File: src/rtl/muldiv_pkg.sv
`default_nettype none
// ============================================================================
// Module : muldiv_pkg
// Brief  : Shared definitions for the RV32IM M-extension execute unit:
//          funct3 operation codes, FSM state encoding and operand
//          signedness helpers.
// Ports  : (package - none)
// Rev    : 1.0 - initial release
// ============================================================================
package muldiv_pkg;

  // funct3 encodings of the M-extension operations
  localparam logic [2:0] MULDIV_MUL    = 3'b000;
  localparam logic [2:0] MULDIV_MULH   = 3'b001;
  localparam logic [2:0] MULDIV_MULHSU = 3'b010;
  localparam logic [2:0] MULDIV_MULHU  = 3'b011;
  localparam logic [2:0] MULDIV_DIV    = 3'b100;
  localparam logic [2:0] MULDIV_DIVU   = 3'b101;
  localparam logic [2:0] MULDIV_REM    = 3'b110;
  localparam logic [2:0] MULDIV_REMU   = 3'b111;

  typedef enum logic [1:0] {
    ST_IDLE = 2'd0,
    ST_CALC = 2'd1,
    ST_FIX  = 2'd2,
    ST_DONE = 2'd3
  } state_t;

  // rs1 is treated as signed by MULH, MULHSU, DIV and REM
  function automatic logic is_signed_a(input logic [2:0] op);
    return (op == MULDIV_MULH) || (op == MULDIV_MULHSU) ||
           (op == MULDIV_DIV)  || (op == MULDIV_REM);
  endfunction

  // rs2 is treated as signed by MULH, DIV and REM only
  function automatic logic is_signed_b(input logic [2:0] op);
    return (op == MULDIV_MULH) || (op == MULDIV_DIV) || (op == MULDIV_REM);
  endfunction

endpackage
`default_nettype wire

File: src/rtl/muldiv_step.sv
`default_nettype none
// ============================================================================
// Module : muldiv_step
// Brief  : One radix-2 iteration, purely combinational.
//          Multiply: shift-add on the {acc_in, low_in} product register,
//                    low_in holds the not-yet-consumed multiplier bits.
//          Divide  : restoring step; acc_in is the partial remainder,
//                    low_in shifts dividend bits out and quotient bits in.
// Ports  : mode_div  in   1     0 = multiply, 1 = divide
//          acc_in    in   XLEN  accumulator / partial remainder
//          opnd      in   XLEN  multiplicand / divisor magnitude
//          low_in    in   XLEN  multiplier / dividend-quotient register
//          acc_out   out  XLEN  next accumulator
//          low_out   out  XLEN  next low register
// Rev    : 1.0 - initial release
// ============================================================================
module muldiv_step
  import muldiv_pkg::*;
#(
  parameter int XLEN = 32
) (
  input  logic            mode_div,
  input  logic [XLEN-1:0] acc_in,
  input  logic [XLEN-1:0] opnd,
  input  logic [XLEN-1:0] low_in,
  output logic [XLEN-1:0] acc_out,
  output logic [XLEN-1:0] low_out
);

  logic [XLEN:0] w_sum;
  logic [XLEN:0] w_shifted;
  logic          w_ge;

  always_comb begin
    w_sum     = {1'b0, acc_in} + {1'b0, opnd};
    w_shifted = {acc_in, low_in[XLEN-1]};
    // Partial remainder is always below the divisor, so the shifted value
    // fits XLEN+1 bits and the post-subtract value fits XLEN bits.
    w_ge      = (w_shifted >= {1'b0, opnd});
    acc_out   = acc_in;
    low_out   = low_in;
    if (mode_div) begin
      if (w_ge) begin
        acc_out = w_shifted[XLEN-1:0] - opnd;
        low_out = {low_in[XLEN-2:0], 1'b1};
      end else begin
        acc_out = w_shifted[XLEN-1:0];
        low_out = {low_in[XLEN-2:0], 1'b0};
      end
    end else if (low_in[0]) begin
      // add multiplicand, then shift the whole product right by one
      acc_out = w_sum[XLEN:1];
      low_out = {w_sum[0], low_in[XLEN-1:1]};
    end else begin
      acc_out = {1'b0, acc_in[XLEN-1:1]};
      low_out = {acc_in[0], low_in[XLEN-1:1]};
    end
  end

endmodule
`default_nettype wire

File: src/rtl/muldiv_unit.sv
`default_nettype none
// ============================================================================
// Module : muldiv_unit
// Brief  : Multi-cycle RV32IM M-extension execute unit (MUL/MULH/MULHSU/
//          MULHU/DIV/DIVU/REM/REMU). Operands are reduced to magnitudes on
//          accept, XLEN radix-2 iterations run in CALC, the sign is restored
//          in FIX. Divide-by-zero and signed overflow complete immediately.
// Ports  : clk      in   1      clock, rising edge
//          rst_n    in   1      synchronous active-low reset
//          start    in   1      request, accepted in IDLE or DONE
//          flush    in   1      kill in-flight op (wins over start)
//          op       in   3      funct3 operation select
//          tag_in   in   TAG_W  destination tag captured with operands
//          a, b     in   XLEN   rs1 / rs2 operands
//          busy     out  1      high in CALC and FIX
//          done     out  1      one-cycle completion pulse
//          result   out  XLEN   result of last completed op
//          tag_out  out  TAG_W  tag of last completed op
// Rev    : 1.0 - initial release
// ============================================================================
module muldiv_unit
  import muldiv_pkg::*;
#(
  parameter int XLEN  = 32,
  parameter int TAG_W = 5
) (
  input  logic             clk,
  input  logic             rst_n,
  input  logic             start,
  input  logic             flush,
  input  logic [2:0]       op,
  input  logic [TAG_W-1:0] tag_in,
  input  logic [XLEN-1:0]  a,
  input  logic [XLEN-1:0]  b,
  output logic             busy,
  output logic             done,
  output logic [XLEN-1:0]  result,
  output logic [TAG_W-1:0] tag_out
);

  localparam int                CNT_W      = $clog2(XLEN);
  localparam logic [CNT_W-1:0]  c_cnt_last = CNT_W'(XLEN - 1);
  localparam logic [XLEN-1:0]   c_most_neg = {1'b1, {(XLEN-1){1'b0}}};

  state_t             r_state;
  logic [2:0]         r_op;
  logic [TAG_W-1:0]   r_tag;
  logic [XLEN-1:0]    r_acc;
  logic [XLEN-1:0]    r_low;
  logic [XLEN-1:0]    r_opnd;
  logic               r_neg;
  logic [CNT_W-1:0]   r_cnt;

  logic               w_sa, w_sb;
  logic [XLEN-1:0]    w_abs_a, w_abs_b;
  logic               w_neg;
  logic               w_div0, w_ovf;
  logic [XLEN-1:0]    w_special_res;
  logic [XLEN-1:0]    w_acc_next, w_low_next;
  logic [2*XLEN-1:0]  w_prod;
  logic [XLEN-1:0]    w_qr;
  logic [XLEN-1:0]    w_fix_res;
  logic               w_accept;

  // ---------------- accept-side operand conditioning ----------------
  always_comb begin
    w_sa    = is_signed_a(op);
    w_sb    = is_signed_b(op);
    w_abs_a = (w_sa && a[XLEN-1]) ? (-a) : a;
    w_abs_b = (w_sb && b[XLEN-1]) ? (-b) : b;
    // remainder takes the dividend's sign; everything else is the xor
    if (op[2] && op[1])
      w_neg = w_sa && a[XLEN-1];
    else
      w_neg = (w_sa && a[XLEN-1]) ^ (w_sb && b[XLEN-1]);
    w_div0  = op[2] && (b == '0);
    // only DIV (100) and REM (110) are signed divides
    w_ovf   = op[2] && !op[0] && (a == c_most_neg) && (b == '1);
    if (w_div0)
      w_special_res = op[1] ? a : '1;
    else
      w_special_res = op[1] ? '0 : a;
    w_accept = start && ((r_state == ST_IDLE) || (r_state == ST_DONE));
  end

  muldiv_step #(
    .XLEN (XLEN)
  ) u_step (
    .mode_div (r_op[2]),
    .acc_in   (r_acc),
    .opnd     (r_opnd),
    .low_in   (r_low),
    .acc_out  (w_acc_next),
    .low_out  (w_low_next)
  );

  // ---------------- sign correction and result select ----------------
  always_comb begin
    w_prod = {r_acc, r_low};
    if (r_neg)
      w_prod = -w_prod;
    w_qr = r_op[1] ? r_acc : r_low;
    if (r_neg)
      w_qr = -w_qr;
    if (r_op[2])
      w_fix_res = w_qr;
    else if (r_op == MULDIV_MUL)
      w_fix_res = w_prod[XLEN-1:0];
    else
      w_fix_res = w_prod[2*XLEN-1:XLEN];
  end

  // ---------------- control FSM and registered outputs ----------------
  always_ff @(posedge clk) begin
    if (!rst_n) begin
      r_state <= ST_IDLE;
      r_op    <= '0;
      r_tag   <= '0;
      r_acc   <= '0;
      r_low   <= '0;
      r_opnd  <= '0;
      r_neg   <= 1'b0;
      r_cnt   <= '0;
      busy    <= 1'b0;
      done    <= 1'b0;
      result  <= '0;
      tag_out <= '0;
    end else if (flush) begin
      r_state <= ST_IDLE;
      busy    <= 1'b0;
      done    <= 1'b0;
    end else begin
      case (r_state)
        ST_IDLE, ST_DONE: begin
          r_state <= ST_IDLE;
          busy    <= 1'b0;
          done    <= 1'b0;
          if (w_accept) begin
            r_op   <= op;
            r_tag  <= tag_in;
            r_acc  <= '0;
            r_low  <= w_abs_a;
            r_opnd <= w_abs_b;
            r_neg  <= w_neg;
            r_cnt  <= '0;
            if (w_div0 || w_ovf) begin
              result  <= w_special_res;
              tag_out <= tag_in;
              r_state <= ST_DONE;
              done    <= 1'b1;
            end else begin
              r_state <= ST_CALC;
              busy    <= 1'b1;
            end
          end
        end
        ST_CALC: begin
          r_acc <= w_acc_next;
          r_low <= w_low_next;
          r_cnt <= r_cnt + CNT_W'(1);
          if (r_cnt == c_cnt_last)
            r_state <= ST_FIX;
        end
        ST_FIX: begin
          result  <= w_fix_res;
          tag_out <= r_tag;
          r_state <= ST_DONE;
          busy    <= 1'b0;
          done    <= 1'b1;
        end
        default: begin
          r_state <= ST_IDLE;
          busy    <= 1'b0;
          done    <= 1'b0;
        end
      endcase
    end
  end

endmodule
`default_nettype wire

File: config.mk
export PLATFORM = sky130hd
export DESIGN_NAME = muldiv_unit
export DESIGN_NICKNAME = d
export VERILOG_FILES = /design/src/rtl/muldiv_pkg.sv /design/src/rtl/muldiv_step.sv /design/src/rtl/muldiv_unit.sv
export SDC_FILE = /design/constraint.sdc
export NUM_CORES = 1
export LEC_CHECK = 0
export BUFFER_PORTS_ARGS = -buffer_cell sky130_fd_sc_hd__clkbuf_2
export CORE_UTILIZATION = 30
export CTS_CLUSTER_SIZE = 28
export DETAILED_ROUTE_END_ITERATION = 6
export PLACE_DENSITY = 0.45
export SLEW_MARGIN = 15
export SYNTH_ARGS = -nofsm -noshare
export SYNTH_HDL_FRONTEND = slang
export SYNTH_SLANG_ARGS = --single-unit
File: constraint.sdc
create_clock -name clk -period 9.7 [get_ports clk]
set_input_delay 0 -clock clk [delete_from_list [all_inputs] [get_ports clk]]
set_output_delay 0 -clock clk [all_outputs]
set_load 0.005 [all_outputs]
## Yosys cells after proc, flatten, opt, wreduce, memory -nomap -nowiden

Index checks and enable logic that the tools add are counted.
Widths: inputs -> output; s select.

- Flip-flop bits (word level): 151
- Bits in latches: 0
- Memory bits (writable): 0
- ROM bits: 0
- Bits of input ports: 76
- Output and inout port bits: 39
- Logic and storage cells: 101
- Memories kept: 0

- $add $sub $neg: 7
- Multiply operators: 0
- Div/mod/pow operators: 0
- Magnitude comparators: 1
- Eq/ne operators: 13
- Shifts and indexed selects: 0
- Mux-type cells: 39
- Bitwise gates (word level): 3
- Reductions and logical operators: 26

Operators by type and width:

| operator | number |
|---|---|
| $mux 32 | 18 |
| $pmux 32 s2 | 3 |
| $neg 32->32 | 3 |
| $eq 32x32->1 const B | 2 |
| $mux 64 | 1 |
| $neg 64->64 | 1 |
| $add 32x32->33 | 1 |
| $ge 33x32->1 | 1 |
| $logic_not 32->1 | 1 |
| $sub 32x32->32 | 1 |
| $pmux 5 s2 | 2 |
| $mux 5 | 3 |
| $logic_and 1x1->1 | 8 |
| $logic_or 1x1->1 | 7 |
| $eq 3x3->1 const B | 2 |
| $mux 1 | 6 |
| $mux 2 | 3 |
| $ne 2x2->1 const B | 3 |
| $pmux 2 s3 | 1 |
| $reduce_and 3->1 | 2 |
| $add 5x1->5 const B | 1 |
| $eq 5x5->1 const B | 1 |
| $eq 2x2->1 const B | 2 |
| $pmux 1 s2 | 2 |
| 11 further kinds | 14 |

## Longest topological paths before layout

- Depth in word-level cells: 8
- Depth in mapped cells: 15
- Gate-level depth less buffers: 13

## Hierarchy

From an unflattened synthesis, not the netlist that was laid out.

- Cell total of the unflattened synthesis: 2344
- Area, all modules: 16743.6 um^2

By module, submodules not included:

| module | times used | cells an instance | area an instance (um^2) | seq. area each (um^2) |
|---|---|---|---|---|
| muldiv_unit | 1 | 1613 | 11830.1 | 3022.9 |
| muldiv_step | 1 | 731 | 4913.5 | 0.0 |

## Least setup slack after synthesis

Ideal clock, no wire load.

- Path type: reg2reg
- Start: register r_op[1]
- End: register result[26]
- Setup time: 0.124 ns
- Arrival time: 4.351 ns
- Data required time: 9.576 ns
- Slack: 5.225 ns
- Stages on the path, launching flop included: 15
- Cells stage by stage: dfxtp_1 clkbuf_1 clkbuf_1 buf_1 buf_1 clkbuf_1 mux2i_1 ha_1 o221ai_1 or2_0 or3_1 o41a_1 xor2_1 a221oi_1 a21oi_1

- Word-level cells in the longest chain between the ends: 5
- Elaborated cells between the ends (all ways): 7
- Those cells by class: 1 x add/sub; 5 x mux; 1 x reduce/logical

Ends and longest elaborated chain:

| what | line | text |
|---|---|---|
| start, declared | muldiv_unit.sv:46 | `logic [2:0] r_op;` |
| start signal, assigned | muldiv_unit.sv:139 | `r_op <= op;` |
| $mux 32 | muldiv_unit.sv:102 | `w_qr = r_op[1] ? r_acc : r_low;` |
| $neg 32->32 | muldiv_unit.sv:104 | `w_qr = -w_qr;` |
| $mux 32 | muldiv_unit.sv:103 | `if (r_neg)` |
| $mux 32 (*) | muldiv_unit.sv:105 | `if (r_op[2])` |
| $pmux 32 s2 (*) | muldiv_unit.sv:133 | `case (r_state)` |
| end signal, assigned | muldiv_unit.sv:147 | `result <= w_special_res;` |
| end signal, assigned | muldiv_unit.sv:165 | `result <= w_fix_res;` |
| end, declared | muldiv_unit.sv:37 | `output logic [XLEN-1:0] result,` |

Every way passes the cells marked *; elsewhere a longest branch is shown, timed or not.
A chain may end at the register's enable or synchronous reset.

## Final worst setup path

- Start: input a[26]
- End: register result[15]

- Word-level cells in the longest chain between the ends: 6

Ends and longest elaborated chain:

| what | line | text |
|---|---|---|
| start, declared | muldiv_unit.sv:33 | `input logic [XLEN-1:0] a,` |
| $eq 32x32->1 | muldiv_unit.sv:78 | `w_ovf = op[2] && !op[0] && (a == c_most_neg) && (b == '1);` |
| $logic_and 1x1->1 (2 in a row) | muldiv_unit.sv:78 |  |
| $logic_or 1x1->1 | muldiv_unit.sv:146 | `if (w_div0 \|\| w_ovf) begin` |
| $ne 2x2->1 (no line) | - |  |
| $reduce_and 4->1 (no line) | - |  |

Every way passes these cells.

==> impl_metrics.tcl <==
set metrics [dict create \
    drt_pass1_iterations 7 \
    place.detailed.hpwl_um 48300 \
    clock.fmax_mhz 244 \
    critPathRequiredTime_ns 10.07 \
    netlist.top_cell.by_area "dfxtp_1" \
    yosys-top-cells-count "nand2_1 (295), clkbuf_1 (160), a21oi_1 (151), dfxtp_1 (151), o21ai_0 (143)" \
    path_common_cell "or3_1" \
    tns_ns 0 \
    grt_pass1_vias 16400 \
    place_inst 2859 \
    fin_crit_ns 4.10 \
    startpoint_type "primary input" \
    peakVddDrop_v 0.0000966 \
    setup_violations 0 \
    path_class "primary input to flop" \
    synthXorXnorAreaFrac_pct 8.70 \
    place_congestion 0.899 \
    critical_path.slowest_cell "nor4b_2" \
    synthesis.area_per_instance_um2 7.19 \
    initial_core_util_pct 30.4 \
    yosys.area_share.adder_pct 7.41 \
    finalCritPeriodShare_pct 42.3 \
    synth_top_area_share_pct 18.9 \
    synth_cell_types 81 \
    fin_hold_ws_ns 0.0190 \
    layout.area.seq_mm2 0.00303 \
    clk_latency_ns 0.51 \
    ys_seq_elements 151 \
    synth_mux_area_share_pct 5.83 \
    clk_path_buf_depth 2 \
    ys_top_cells_by_area "dfxtp_1 (19%), nand2_1 (6.9%), ha_1 (5.8%)" \
    status "complete, no violations" \
    tritoncts "built" \
    htree_levels 4 \
    worst-path-max-fanout 27 \
    startpoint "a[26]" \
    hold_class "primary input to flop" \
    grt.overflow.total 0 \
    yosysMostFrequentCell "nand2_1" \
    skew_ns 0.0169 \
    r2r_start "r_state[0]$_SDFFE_PP0P_" \
    io-pin-count 115 \
    wl_um 65800 \
    synthFlopType "dfxtp_1" \
    numCtsBuffers 17 \
    maxSlewHeadroom_pct 15.5 \
    synth_compound_area_share_pct 31.0 \
    ys_warn_count 0 \
    total_power_w 0.00211 \
    synth_top_family_by_area "compound AO/OA/AOI/OAI gates" \
    min_from "a[27]" \
    grt_setup_unrepaired "no" \
    nNetsFinal 2403 \
    yosysSeqAreaShare_pct 18.9 \
    crit_path_end_kind "flop" \
    grt_max_degree 84 \
    via_per_inst 5.81 \
    drive_gt1_share_pct 9.85 \
    die-area_mm2 0.0543 \
    fin_cells 2951 \
    core_mm2 0.0527 \
    synth_cells 2224 \
    area_delta_synth_final_pct 13.2 \
    synthArstFlopShare_pct 0 \
    yosys.area_share.simple_pct 22.0 \
    cp_slowest_stage_delay_ns 1.03 \
    cts_sinks 151 \
    multi_input_area_mm2 0.0121 \
    post_cts_buffers 0 \
    fp.dieH_um 233 \
    grt_pass1_wl_um 101000 \
    drc 0 \
    drv_slew 0 \
    worst_ep_arrival_time_ns 4.48 \
    rows 84 \
    pre_cts_slack_ns 5.74 \
    drtAntennaViolNets 0 \
    worst_slack_ns 5.60 \
    port_buffers 114 \
    chipWidth_um 233 \
    nFillCells 5659 \
    clkTransAtPathRegs_ns 0.07 \
    power.density_mw_per_mm2 117 \
    drt_iter0_drc 1419 \
    max-cap-violations 0 \
    p_leak_nw 7.25 \
    worst_pin_slew_ns 1.26 \
    n_antenna_cell 0 \
    cts_root_buf "clkbuf_16" \
    grt_usage_pct 24.3 \
    syn_nets 2376 \
    path_cells "dlygate4sd3_1 -> clkbuf_2 -> or3_1 -> nor4b_2 -> nand4_1 -> o22ai_4 -> a21oi_2 -> or3_1 -> buf_4 -> a211oi_1 -> nor2_1" \
    syn_area_mm2 0.0160 \
    wl_per_cell_um 22.3 \
    antenna_found_initial 0 \
    num_vias 17200 \
    synth_edf_count 0 \
    hold_viol_final 0 \
]
## logic make-up (layout without fill, tap and decap cells)
family	Yosys count	after routing
adder cells (fa/ha/maj)	98	98
flip-flops	151	151
buffers and inverters	256	295
multiplexers	91	91
AND/OR/NAND/NOR	735	735
XOR/XNOR	159	159
AO/OA/AOI/OAI	734	734
## area by class of cell
class	instances	share of cell area (%)
clock buffer	18	2.37
clock inverter	13	0.691
inverter	64	1.33
multi-input combinational	1817	66.6
sequential	151	16.7
tap	688	4.75
timing repair buffer	200	7.57
## layout by cell type, fill, tap and decap left out, types with 18 or more instances in the layout
| cell | netlist | routed |
|---|---|---|
| nor4_1 | 26 | 26 |
| a21o_1 | 54 | 54 |
| o31ai_1 | 46 | 46 |
| maj3_1 | 22 | 22 |
| or4_1 | 18 | 18 |
| nand2_1 | 295 | 295 |
| ha_1 | 74 | 73 |
| or3_1 | 27 | 27 |
| mux2i_1 | 74 | 74 |
| nor2_1 | 128 | 125 |
| inv_1 | 63 | 63 |
| nand3_1 | 39 | 39 |
| clkbuf_2 | 1 | 113 |
| o211ai_1 | 47 | 47 |
| nor3_1 | 57 | 55 |
| dlygate4sd3_1 | 0 | 61 |
| and3_1 | 21 | 21 |
| a21oi_1 | 151 | 151 |
| dfxtp_1 | 151 | 147 |
| o211a_1 | 35 | 35 |
| o21ai_0 | 143 | 143 |
| buf_4 | 0 | 26 |
| xnor2_1 | 91 | 91 |
| a21boi_0 | 50 | 50 |
| xor2_1 | 68 | 68 |
| nand4_1 | 25 | 25 |
| a211oi_1 | 33 | 33 |
| a31oi_1 | 37 | 36 |
| nor2b_1 | 26 | 26 |
## routing by layer
layer,GRT usage [%],vias up,share of wire [%]
met5,0,-,0
met4,8.64,0,2.9
met3,4.24,93,5.8
met2,38.0,584,45
met1,33.3,8287,46
li1,-,8189,-
## sequential cells by signal, summed over array words and instances, names as in the netlist
name,cells
r_acc,32
r_opnd,32
r_op,3
tag_out,5
result,32
r_state,2
done,1
r_low,32
r_cnt,5
busy,1
r_tag,5
r_neg,1
## worst max-delay path, delay by kind of cell
family,cells,cell delay (ns)
AND/OR/NAND/NOR,5,2.40
buffers and inverters,3,0.94
AO/OA/AOI/OAI,3,1.08
## power by group
group | switching [W] | total, W | internal [W]
logic | 0.000449 | 0.000716 | 0.000267
clock network | 0.000327 | 0.000680 | 0.000353
registers | 0.0000624 | 0.000715 | 0.000652
## metrics by stage
| step | area [µm²] | util [%] |
|---|---|---|
| floorplan | 16000 | - |
| global placement | 16900 | 32.2 |
| detailed placement | 16900 | 32.2 |
| CTS | 18100 | 34.4 |
| global route | 18100 | 34.4 |
| finish | 18100 | 34.4 |
## path summary, 6_finish.rpt
| kind | end | slack, ns | cells after the start |
|---|---|---|---|
| max | result[15]$_SDFFE_PN0P_ | 5.60 | 11 |
| max reg2reg | r_acc[29]$_SDFFE_PN0P_ | 5.71 | 9 |
| min | r_low[27]$_SDFFE_PN0P_ | 0.02 | 4 |
| min reg2reg | result[7]$_SDFFE_PN0P_ | 0.47 | 2 |
## repair_timing
item	4_1_cts	5_1_grt
resized for setup	0	0
endpoints found under the hold margin	72	0
hold buffers	61	0
No activity file was read; power rests on OpenSTA's default activity.
